**config.mk**
```make
export PLATFORM = sky130hd
export DESIGN_NAME = dma_arb
export DESIGN_NICKNAME = d
export VERILOG_FILES = /design/src/rtl/dma_arb_pkg.sv /design/src/rtl/dma_arb_slot_ticker.sv /design/src/rtl/dma_arb.sv
export SDC_FILE = /design/constraint.sdc
export NUM_CORES = 1
export LEC_CHECK = 0
export ABC_AREA = 1
export BUFFER_PORTS_ARGS = -buffer_cell sky130_fd_sc_hd__buf_2
export CORE_ASPECT_RATIO = 0.6
export CORE_MARGIN = 3
export CORE_UTILIZATION = 40
export DETAILED_ROUTE_END_ITERATION = 7
export GPL_TIMING_DRIVEN = 0
export PLACE_DENSITY_LB_ADDON = 0.15
export SLEW_MARGIN = 10
export SYNTH_ARGS = -nofsm -noshare
export SYNTH_HDL_FRONTEND = slang
export SYNTH_SLANG_ARGS = --single-unit
```
**constraint.sdc**
```tcl
create_clock -name clk -period 1.6 [get_ports clk]
set_input_delay 0.24 -clock clk [delete_from_list [all_inputs] [get_ports clk]]
set_output_delay 0.24 -clock clk [all_outputs]
set_load 0.005 [all_outputs]
```
**src/rtl/dma_arb_pkg.sv**
```systemverilog
// Shared types and constants for the dma_arb slot-arbitrated DMA engine.
package dma_arb_pkg;

   typedef enum logic [2:0] {
      ST_IDLE = 3'd0,
      ST_RD   = 3'd1,
      ST_WR   = 3'd2,
      ST_GAP  = 3'd3,
      ST_FIN  = 3'd4
   } state_e;

   localparam logic [2:0] REG_SRC_L  = 3'd0;
   localparam logic [2:0] REG_SRC_H  = 3'd1;
   localparam logic [2:0] REG_DST_L  = 3'd2;
   localparam logic [2:0] REG_DST_H  = 3'd3;
   localparam logic [2:0] REG_LEN_L  = 3'd4;
   localparam logic [2:0] REG_LEN_H  = 3'd5;
   localparam logic [2:0] REG_CTRL   = 3'd6;
   localparam logic [2:0] REG_STATUS = 3'd7;

   localparam int CTRL_START     = 0;
   localparam int CTRL_IRQ_EN    = 1;
   localparam int CTRL_FIXED_SRC = 2;
   localparam int STAT_BUSY      = 0;
   localparam int STAT_DONE      = 7;

   // Slots in which the CPU may use the bus.
   function automatic logic cpu_owns(state_e s);
      return (s == ST_IDLE) || (s == ST_GAP) || (s == ST_FIN);
   endfunction

endpackage

```
**src/rtl/dma_arb_slot_ticker.sv**
```systemverilog
// Bus slot timer: counts clk modulo CLKDIV and pulses slot_tick on the last clk of each slot.
module slot_ticker #(
   parameter int CLKDIV = 4
) (
   input  logic                      clk,
   input  logic                      resb,
   output logic                      slot_tick,
   output logic [$clog2(CLKDIV)-1:0] count
);

   localparam int            CW   = $clog2(CLKDIV);
   localparam logic [CW-1:0] LAST = CW'(CLKDIV - 1);

   logic [CW-1:0] count_q, count_d;

   assign slot_tick = (count_q == LAST);
   assign count     = count_q;

   always_comb begin
      count_d = slot_tick ? '0 : count_q + CW'(1);
   end

   // NOTE: sequential state uses non-blocking assignments; reset is in the sensitivity list (async).
   always_ff @(posedge clk or negedge resb) begin
      if (!resb) count_q <= '0;
      else       count_q <= count_d;
   end

endmodule

```
**src/rtl/dma_arb.sv**
```systemverilog
// Slot-arbitrated byte-copy DMA sharing a RAM port with a CPU. Build option:
// DMA_FAIR_SLOT_EN inserts a CPU-owned GAP slot after every non-final write.
module dma_arb
   import dma_arb_pkg::*;
#(
   parameter int          CLKDIV   = 4,
   parameter logic [15:0] REG_BASE = 16'h8810
) (
   input  logic        clk,
   input  logic        resb,
   input  logic [15:0] cpu_addr,
   input  logic [7:0]  cpu_dout,
   input  logic        cpu_we,
   output logic        slot_tick,
   output logic        cpu_en,
   output logic [15:0] mem_addr,
   output logic [7:0]  mem_dout,
   output logic        mem_we,
   input  logic [7:0]  mem_din,
   output logic [7:0]  reg_dout,
   output logic        irq_n,
   output logic        busy
);

   localparam int CW = $clog2(CLKDIV);

   logic [CW-1:0] slot_count;
   state_e        state_q, state_d;
   logic [15:0]   src_q, src_d, dst_q, dst_d, len_q, len_d;
   logic          irq_en_q, irq_en_d, fixed_src_q, fixed_src_d;
   logic          busy_q, busy_d, done_q, done_d, irq_n_q, irq_n_d;
   logic [7:0]    data_q, data_d, reg_dout_q, reg_dout_d, status_byte;
   logic [2:0]    reg_off;
   logic          reg_hit, reg_wr, reg_rd, start, dma_go, wr_step, last_wr, done_set;

   slot_ticker #(.CLKDIV(CLKDIV)) u_slot_ticker (
      .clk       (clk),
      .resb      (resb),
      .slot_tick (slot_tick),
      .count     (slot_count)
   );

   assign reg_off  = cpu_addr[2:0];
   assign reg_hit  = cpu_en && (cpu_addr[15:3] == REG_BASE[15:3]);
   assign reg_wr   = reg_hit && cpu_we && !busy_q;
   assign reg_rd   = reg_hit && !cpu_we;
   assign start    = reg_wr && (reg_off == REG_CTRL) && cpu_dout[CTRL_START];
   assign dma_go   = start && (len_q != '0);
   assign wr_step  = (state_q == ST_WR) && slot_tick;
   assign last_wr  = wr_step && (len_q == 16'd1);
   assign done_set = (start && len_q == '0) || last_wr;

   assign busy     = busy_q;
   assign irq_n    = irq_n_q;
   assign reg_dout = reg_dout_q;

   always_ff @(posedge clk or negedge resb) begin
      if (!resb) state_q <= ST_IDLE;
      else       state_q <= state_d;
   end

   always_comb begin
      state_d = state_q;
      case (state_q)
         ST_IDLE: if (dma_go) state_d = ST_RD;
         ST_RD:   if (slot_tick) state_d = ST_WR;
         ST_WR:
            if (slot_tick) begin
               if (len_q == 16'd1) state_d = ST_FIN;
`ifdef DMA_FAIR_SLOT_EN
               else                state_d = ST_GAP;
`else
               else                state_d = ST_RD;
`endif
            end
         ST_GAP:  if (slot_tick) state_d = ST_RD;
         ST_FIN:  if (slot_tick) state_d = ST_IDLE;
         default: state_d = ST_IDLE;
      endcase
   end

   // NOTE: every signal written in an always_comb gets a default first, so no latch is inferred.
   always_comb begin
      cpu_en   = slot_tick && cpu_owns(state_q);
      mem_addr = cpu_addr;
      mem_dout = cpu_dout;
      mem_we   = cpu_we && cpu_en;
      case (state_q)
         ST_RD: begin
            mem_addr = src_q;
            mem_we   = 1'b0;
         end
         ST_WR: begin
            mem_addr = dst_q;
            mem_dout = data_q;
            mem_we   = slot_tick;
         end
         default: ;
      endcase
   end

   always_comb begin
      src_d       = src_q;
      dst_d       = dst_q;
      len_d       = len_q;
      irq_en_d    = irq_en_q;
      fixed_src_d = fixed_src_q;
      data_d      = data_q;
      busy_d      = busy_q;
      reg_dout_d  = reg_dout_q;

      status_byte            = '0;
      status_byte[STAT_BUSY] = busy_q;
      status_byte[STAT_DONE] = done_q;

      if (reg_wr) begin
         case (reg_off)
            REG_SRC_L: src_d[7:0]  = cpu_dout;
            REG_SRC_H: src_d[15:8] = cpu_dout;
            REG_DST_L: dst_d[7:0]  = cpu_dout;
            REG_DST_H: dst_d[15:8] = cpu_dout;
            REG_LEN_L: len_d[7:0]  = cpu_dout;
            REG_LEN_H: len_d[15:8] = cpu_dout;
            REG_CTRL: begin
               irq_en_d    = cpu_dout[CTRL_IRQ_EN];
               fixed_src_d = cpu_dout[CTRL_FIXED_SRC];
            end
            default: ;
         endcase
      end

      if (wr_step) begin
         dst_d = dst_q + 16'd1;
         if (!fixed_src_q) src_d = src_q + 16'd1;
         len_d = len_q - 16'd1;
      end

      // RAM returns the RD byte in the first clk of the WR slot.
      if ((state_q == ST_WR) && (slot_count == '0)) data_d = mem_din;

      if (dma_go)       busy_d = 1'b1;
      else if (last_wr) busy_d = 1'b0;

      if (done_set)                              done_d = 1'b1;
      else if (reg_rd && reg_off == REG_STATUS)  done_d = 1'b0;
      else                                       done_d = done_q;

      irq_n_d = !(done_d && irq_en_d);

      if (reg_rd) begin
         case (reg_off)
            REG_SRC_L:  reg_dout_d = src_q[7:0];
            REG_SRC_H:  reg_dout_d = src_q[15:8];
            REG_DST_L:  reg_dout_d = dst_q[7:0];
            REG_DST_H:  reg_dout_d = dst_q[15:8];
            REG_LEN_L:  reg_dout_d = len_q[7:0];
            REG_LEN_H:  reg_dout_d = len_q[15:8];
            REG_CTRL:   reg_dout_d = {5'b0, fixed_src_q, irq_en_q, 1'b0};
            default:    reg_dout_d = status_byte;
         endcase
      end
   end

   always_ff @(posedge clk or negedge resb) begin
      if (!resb) begin
         src_q       <= '0;
         dst_q       <= '0;
         len_q       <= '0;
         irq_en_q    <= 1'b0;
         fixed_src_q <= 1'b0;
         data_q      <= '0;
         busy_q      <= 1'b0;
         done_q      <= 1'b0;
         irq_n_q     <= 1'b1;
         reg_dout_q  <= '0;
      end else begin
         src_q       <= src_d;
         dst_q       <= dst_d;
         len_q       <= len_d;
         irq_en_q    <= irq_en_d;
         fixed_src_q <= fixed_src_d;
         data_q      <= data_d;
         busy_q      <= busy_d;
         done_q      <= done_d;
         irq_n_q     <= irq_n_d;
         reg_dout_q  <= reg_dout_d;
      end
   end

endmodule
```
==> out/metrics.cfg, run 1 <==
[status]
status=finished, violations left
violations=setup timing

[worst_hold_path]
min_from=mem_din[2]
min_path_cells=2
hp-class=in2reg

[clock_tree]
root_buffer=clkbuf_16
numClockSinks=74
clk_latency_ps=340
cts_tree=yes
cts_buffer_depth=2
cts_buffers=9
cts-htree-levels=3
path_clk_slew_ps=60

[worst_setup_path]
cp_top_family=flip-flops
worst_ep_required_time_ps=1360
crit_path_frequent_cell=nand2_4
worst_setup_path_start_kind=flop
worstReg2RegStart=state_q[1]
worst-path-stages=8
worst-path-buf-inv=4
critical_path_class=reg2out
slowest_delay_ps=450
crit_path_start=state_q[1]
ff2ff_path_depth=11
arrival_ps=1760
worstPathMaxFanout=7
slowest_stage=dfrtp_2
end_kind=primary output
path_cells=nor3_4 -> inv_2 -> nand2_4 -> inv_6 -> buf_8 -> nand2_4 -> o221ai_2 -> buf_2

[synthesis]
synth_area_leaders=dfrtp_1 (37%), nand2_1 (12%), o21ai_0 (7.9%)
avgSynthCellArea_um2=7.096
syn-num-nets=740
netlist_instances=699
synth_seq_cells=74
synthesis.area_um2=4960
synth_edf_count=0
ys_seq_area_frac=0.3736
synth_cell_types=41
ys_warn_count=0
synth_top_area_cell=dfrtp_1
synthArstFlopShare=1.000
synth.top_cell.area_share=0.3683
synth_flop_cell=dfrtp_1

[detailed_routing]
vias=5832
ant_nets=0
viasPerCell=5.780
wire_per_inst_um=20.90
drt_wl_total_um=21090
drc=0
firstDrtPassIters=6
drt_iter0_markers=844

[sta]
fin_crit_sh=1.252
tightest_slew_ps=584.1
fmax_mhz=499.3
holdWs_ps=126.1
setup_ws_ps=-402.7
setup-violations-final=90
layout_min_cycle_time_ps=2003
slew_viol_final=0
skew_ps=4.214
slew_headroom=0.6095
hold_viol=0
rsz0062_at_grt=true
tns_ps=-22410

[grt]
grt_pass1_vias=5372
grt_usage=0.2985
grt.overflow.total=0
grt_max_degree=43
grt_pass1_wl_um=30940
antenna_found_initial=0

[run]
cap_violations=0

[cells_and_area]
mostFrequentLayoutCell=nand2_1
drive_gt1_frac=0.4028
areaGrowthSynthToFinish_pct=50.96
final_cell_mix=nand2_1 (124), inv_1 (83), buf_2 (70)
diodes=0
nNetsFinal=885

[pwr]
power.density_nw_per_um2=634.9
ir_drop_v=0.0004660
leakage_nw=3.445

[place]
io_buffers=69
dp_hpwl_um=14700
pre_cts_ws_ps=-504.1
gp_congestion=0.9911

[floorplanning]
std_cell_rows=30
num_io_pins=72
die_area_um2=13820
core-area_um2=11710
die_h_um=92.26
start_util=0.4235
fp.dieW_um=149.8

## final cells by class
class | instances | area, µm²
repair inverters | 1 | 6.256
inverters | 104 | 432.9
repair buffers | 133 | 1061
multi-input cells | 508 | 3416
clock buffers | 9 | 225.2
plain buffers | 13 | 170.2
flip-flops and latches | 74 | 1858
fillers | 1023 | 4224
clock inverters | 7 | 117.6
well taps | 160 | 200.2
## kinds of logic (layout without fill, tap and decap cells)
kind of cell | Yosys count | after routing | share of synthesized area
mux | 8 | 8 | 0.01816
flops | 74 | 74 | 0.3736
compound gates | 167 | 167 | 0.1960
fa+ha+maj | 6 | 6 | 0.01514
simple gates | 316 | 316 | 0.2863
xor+xnor | 11 | 11 | 0.01942
buf+inv | 117 | 267 | 0.09132
## metal layers
layer	global-route usage	part of all wire	vias up
li1	-	-	2664
met1	0.4495	0.43	2757
met2	0.3925	0.42	379
met3	0.1131	0.13	32
met4	0.07991	0.015	0
met5	0	0	-
## through the flow
stage          utilization  power, mW  std cells  instance area, µm²
2_1_floorplan            -      2.090        699                4979
5_1_grt             0.6393      4.880       1009                7487
3_5_place_dp        0.4743      2.312        929                5554
3_3_place_gp        0.4717      2.298        928                5524
6_report            0.6393      4.754       1009                7487
4_1_cts             0.6053      4.744        993                7089
## cell usage after synthesis (4+ instances only)
master,instances
a21oi_1,36
o21ai_0,78
dfrtp_1,73
nand4_1,7
buf_2,4
o22ai_1,17
nor4_1,4
nor3_1,19
nand3_1,44
ha_1,6
nor2_1,61
o221ai_1,19
o211ai_1,6
inv_2,5
xor2_1,11
clkbuf_1,7
nand2_1,162
mux2_2,8
inv_1,96
## final timing paths
kind / slack (ps) / end
hold reg to reg: 480 / reg_dout[7]
max in group asynchronous: 560 / irq_n
min in group asynchronous: 390 / src_q[11]
hold / removal: 130 / data_q[2]
setup reg to reg: -300 / dst_q[12]
setup / recovery: -400 / mem_addr[10]
## state kept, by name, summed over array words and instances (netlist names)
signal / cells
dst_q: 16
len_q: 16
src_q: 16
data_q: 8
reg_dout: 8
state_q: 3
u_slot_ticker.count: 2
busy: 1
done_q: 1
fixed_src_q: 1
irq_en_q: 1
irq_n: 1
## power by group
part	switching, mW	internal, mW	total [mW]	leakage, nW
Combinational	0.295	0.148	0.443	2.43
Sequential	0.0178	1.89	1.91	0.843
Clock	0.877	1.52	2.40	0.169
## repair_timing
action / in CTS / in global routing
gates resized for setup: 269 / 78
gates cloned: 5 / 2
buffers inserted: 42 / 19
hold buffers: 1 / 0
endpoints found under the hold margin: 32 / 0
endpoints found under the setup margin: 98 / 98
pin swaps: 33 / 34
(Power assumes the default switching activity.)
==> run 2, diff against run 1 <==
TNS_END_PERCENT = 10   (was not set)
==> out/metrics.cfg, run 2 (synthesized netlist as in run 1, its figures left out) <==
[run]
cap_violations=0  ; unchanged

[floorplanning]
num_io_pins=72  ; unchanged
fp.dieW_um=149.8  ; unchanged
core-area_um2=11710  ; unchanged
std_cell_rows=30  ; unchanged
start_util=0.4235  ; unchanged
die_h_um=92.26  ; unchanged
die_area_um2=13820  ; unchanged

[place]
io_buffers=69  ; unchanged
dp_hpwl_um=14410  ; -2.0%
gp_congestion=1.004  ; +1.3%

[cells_and_area]
areaGrowthSynthToFinish_pct=34.66
nNetsFinal=852  ; -3.7%
seqCellArea_um2=1857  ; about the same
diodes=0  ; unchanged
mostFrequentLayoutCell=nand2_1
num-fill-cells=1099  ; +7.4%
final_util=0.5703  ; -0.06902
multi_input_area_um2=3079  ; -9.9%
reg_top3=dst_q x16, len_q x16, src_q x16
final_cell_mix=nand2_1 (141), inv_1 (82), buf_2 (70), dfrtp_1 (70), o21ai_0 (48)
drive_gt1_frac=0.3199  ; -0.08297

[clock_tree]
cts_buffers=9  ; unchanged
path_clk_slew_ps=60  ; about the same
clk_latency_ps=340  ; about the same
numClockSinks=74  ; unchanged
cts-htree-levels=3  ; unchanged
cts_tree=yes
root_buffer=clkbuf_16
cts_buffer_depth=2  ; unchanged

[detailed_routing]
ant_nets=0  ; unchanged
firstDrtPassIters=5  ; -1
viasPerCell=5.796  ; +0.28%
drt_wl_total_um=19380  ; -8.1%
wire_per_inst_um=19.86  ; -5.0%
drt_iter0_markers=780  ; -7.6%
drc=0  ; unchanged
vias=5657  ; -3.0%

[pwr]
leakage_nw=3.115  ; -9.6%
ir_drop_v=0.0004559  ; -2.2%
power.density_nw_per_um2=678.5  ; +6.9%
power_mw=4.531  ; -4.7%

[worst_setup_path]
slowest_stage=dfrtp_1
end_kind=primary output
path_cells=inv_2 -> nand3_4 -> buf_4 -> buf_4 -> o221ai_1 -> buf_2
worst_setup_path_start_kind=flop
crit_path_frequent_cell=buf_4
worst_ep_required_time_ps=1360  ; about the same
arrival_ps=1760  ; about the same
slowest_delay_ps=390  ; -60 ps
worstPathMaxFanout=7  ; unchanged
critical_path_class=reg2out

[grt]
grt_pass1_vias=5230  ; -2.6%
grt.overflow.total=0  ; unchanged
antenna_found_initial=0  ; unchanged
grt_pass1_wl_um=29710  ; -4.0%
grt_usage=0.2827  ; -0.01582
grt_max_degree=48  ; +12%

[worst_hold_path]
hp-class=in2reg

[sta]
fin_crit_sh=1.249  ; -0.002653
slew_headroom=0.6616  ; +0.05211
hold_viol=0  ; unchanged
tightest_slew_ps=504.5  ; -79.57 ps
slew_viol_final=0  ; unchanged
setup_ws_ps=-398.4  ; +4.245 ps
fmax_mhz=500.4  ; +0.21%
skew_ps=6.934  ; +2.720 ps
rsz0062_at_grt=true
layout_min_cycle_time_ps=1998  ; -4.245 ps
setup-violations-final=89  ; -1.1%

[status]
violations=setup timing
status=finished, violations left

==> run 2: power breakdown <==
part | internal, mW | switching [mW] | leakage (nW)
Combinational | 0.146 | 0.279 | 2.12
Clock | 1.37 | 0.833 | 0.153
Sequential | 1.89 | 0.0163 | 0.843
==> run 2: timing repair <==
item	CTS	global route
gates resized for setup	99	107
hold buffers	1	0
gates cloned	1	3
hold endpoints to repair	27	0
setup endpoints to repair	98	98
pin swaps	6	17
setup buffers	11	15
==> run 2: worst max-delay path: cells and delay by family, from the launching register on <==
family / cells / cell delay [ps]
AOI/OAI and AO/OA: 1 / 170
DFF: 1 / 390
buffers and inverters: 4 / 640
and+or+nand+nor: 1 / 200
==> run 2: path summary, 6_finish.rpt <==
check                             from          end  slack [ps]  cells after the start
setup / recovery            state_q[0]  mem_addr[9]        -400                      6
min in group asynchronous         resb    src_q[14]         360                      2
hold / removal              mem_din[4]    data_q[4]         130                      2
hold reg to reg            reg_dout[7]  reg_dout[7]         490                      2
max in group asynchronous         resb        irq_n         600                      3
setup reg to reg            state_q[0]    len_q[11]        -330                      9
==> run 2: per-layer routing <==
layer / GRT usage / share of wire / wire (µm)
met5: 0 / 0 / 0
met1: 0.4301 / 0.45 / 8762
met3: 0.09877 / 0.13 / 2596
met2: 0.3714 / 0.40 / 7683
met4: 0.07763 / 0.017 / 338
==> run 2: cell type report <==
type,instances,area share
repair buffers,100,0.09910
clock inverters,5,0.01180
clock buffers,11,0.03484
flip-flops and latches,74,0.2780
inverters,104,0.06276
multi-input cells,508,0.4610
repair inverters,1,0.001311
well taps,160,0.02997
plain buffers,13,0.02117
==> run 2: per-stage QoR <==
step	std cells	instance area [µm²]	setup WS, ps	TNS, ps	hold slack, ps
finish	976	6679	-398.4	-16620	128.9
global route	976	6679	-450.4	-24240	120.6
CTS	958	6238	-384.4	-20400	123.1
detailed placement	929	5544	-502.6	-32350	195.7
global placement	928	5514	-470.0	-45790	440.3
floorplan	699	4969	-25.87	-167.0	-55.59
==> run 3, diff against run 2 <==
clock period = 1.97 ns   (was 1.6 ns; I/O delays follow)
==> out/metrics.cfg, run 3 (synthesized netlist as in run 1, its figures left out) <==
[status]
status=finished, violations left
violations=setup timing

[floorplanning]
start_util=0.4235  ; unchanged
core-area_um2=11710  ; unchanged
die_area_um2=13820  ; unchanged
die_h_um=92.26  ; unchanged
num_io_pins=72  ; unchanged
fp.dieW_um=149.8  ; unchanged
std_cell_rows=30  ; unchanged

[place]
io_buffers=69  ; unchanged
dp_hpwl_um=14800  ; +2.8%
gp_congestion=1.086  ; +8.2%
placedCellCount=929  ; unchanged

[sta]
fin_crit_sh=1.076
layout_min_cycle_time_ps=2119
hold_viol=0  ; unchanged
holdWs_ps=178.8  ; +49.93 ps
slew_headroom=0.5606  ; -0.1010
rsz0062_at_grt=true
setup-violations-final=16  ; -82%
tns_ps=-1433  ; +15190 ps
tightest_slew_ps=656.6  ; +152.1 ps
slew_viol_final=0  ; unchanged
setup_ws_ps=-149.0  ; +249.5 ps
fmax_mhz=471.9
skew_ps=6.919  ; -0.01465 ps

[clock_tree]
root_buffer=clkbuf_16
cts_buffer_depth=2  ; unchanged
cts-htree-levels=3  ; unchanged
cts_buffers=9  ; unchanged
clk_latency_ps=350  ; about the same
numClockSinks=74  ; unchanged
cts_tree=yes
path_clk_slew_ps=60  ; about the same

[worst_hold_path]
whs_endpoint=data_q[2]
min_path_cells=2  ; unchanged
hp-class=in2reg
min_from=mem_din[2]

[worst_setup_path]
reg2reg_to=len_q[13]
slowest_delay_ps=450  ; +60 ps
end_kind=primary output
worstReg2RegStart=state_q[1]
worstPathMaxFanout=7  ; unchanged
critical_path_class=reg2out
slowest_stage=dfrtp_2
cp_top_family=buffers and inverters
path_cells=nor3_4 -> inv_2 -> nand2_2 -> inv_4 -> clkbuf_16 -> nand2_1 -> o221ai_1 -> buf_2
arrival_ps=1820  ; +60 ps
ff2ff_path_depth=12  ; +3
worst_ep_required_time_ps=1670  ; +310 ps
reg2reg_slack_ps=20  ; +350 ps
worst_setup_path_start_kind=flop
worst-path-buf-inv=4  ; unchanged

[pwr]
ir_drop_v=0.0003995  ; -12%
leakage_nw=2.945  ; -5.5%
power.density_nw_per_um2=600.8  ; -11%

[grt]
grt.overflow.total=0  ; unchanged
grt_usage=0.2815  ; -0.001170
grt_pass1_wl_um=29110  ; -2.0%
grt_pass1_vias=5002  ; -4.4%
antenna_found_initial=0  ; unchanged
grt_max_degree=46  ; -4.2%

[cells_and_area]
drive_gt1_frac=0.2233  ; -0.09652
fin_cells=957  ; -1.9%
nNetsFinal=833  ; -2.2%
num-fill-cells=1165  ; +6.0%
multi_input_area_um2=2781  ; -9.7%
mostFrequentLayoutCell=nand2_1
areaGrowthSynthToFinish_pct=24.70
diodes=0  ; unchanged
reg_top3=dst_q x16, len_q x16, src_q x16
final_cell_mix=nand2_1 (157), inv_1 (91), o21ai_0 (72)
seqCellArea_um2=1856  ; about the same

[run]
cap_violations=0  ; unchanged

[detailed_routing]
viasPerCell=5.683  ; -1.9%
ant_nets=0  ; unchanged
wire_per_inst_um=20.17  ; +1.6%
drc=0  ; unchanged
firstDrtPassIters=5  ; unchanged
drt_iter0_markers=675  ; -13%
drt_wl_total_um=19300  ; -0.42%
vias=5439  ; -3.9%

==> run 3: cell types whose count changed in the layout (fill, tap and decap cells not counted), moves of 5 or more <==
cell      previous run  this run
buf_4               22        10
inv_1               82        91
inv_2               15         6
nand2_1            141       157
nand2_2             16         8
nand2_4              8         0
nor2_1              38        52
nor2_2              19        10
nor2_4               9         4
o21ai_0             48        72
o21ai_1             23         7
o21ai_2              9         2
o221ai_1             5        12
o221ai_2            14         7
==> run 3: how the worst max path moves through the flow <==
stage | from | endpoint | slack, ps | cells after the start
3_5_place_dp | u_slot_ticker.count[0] | mem_we | -480 | 7
3_3_place_gp | u_slot_ticker.count[0] | mem_we | -470 | 7
4_1_cts | state_q[2] | mem_we | -140 | 7
6_report | state_q[2] | mem_addr[3] | -150 | 8
2_1_floorplan | u_slot_ticker.count[0] | mem_we | 210 | 6
5_1_grt | state_q[2] | mem_addr[5] | -190 | 8
==> run 3: layout make-up <==
class	instances	area share
timing repair buffer	82	0.08112
sequential	74	0.3000
clock buffer	10	0.03864
buffer	13	0.01760
clock inverter	6	0.01457
inverter	104	0.06595
multi-input combinational	508	0.4497
tap	160	0.03237
==> run 3: through the flow <==
step                      setup WS [ps]  power (mW)    util  cell area [µm²]
after floorplan                   205.1       1.697       -             4960
after global placement           -469.6       1.868  0.4701             5505
after detailed placement         -484.9       1.877  0.4727             5535
after CTS                        -142.2       3.728  0.5103             5976
after global routing             -191.4       3.836  0.5281             6185
final                            -149.0       3.716  0.5281             6185
==> run 3: what timing repair did <==
action,CTS,global route
resized for setup,26,55
buffers inserted,5,5
hold endpoints to repair,29,0
endpoints found under the setup margin,61,84
cloned,0,1
pin swaps,2,4
hold buffers,1,0
==> run 3: layer usage <==
metal | part of all wire | track usage | vias to the layer above
met5 | 0 | 0 | -
met4 | 0.0098 | 0.05023 | 0
met3 | 0.12 | 0.09383 | 17
met2 | 0.39 | 0.3613 | 283
met1 | 0.48 | 0.4489 | 2595
li1 | - | - | 2544
==> run 3: power breakdown <==
group	switching [mW]	leakage, nW	internal [mW]
registers	0.0111	0.845	1.54
clock network	0.705	0.159	1.15
logic	0.211	1.94	0.106
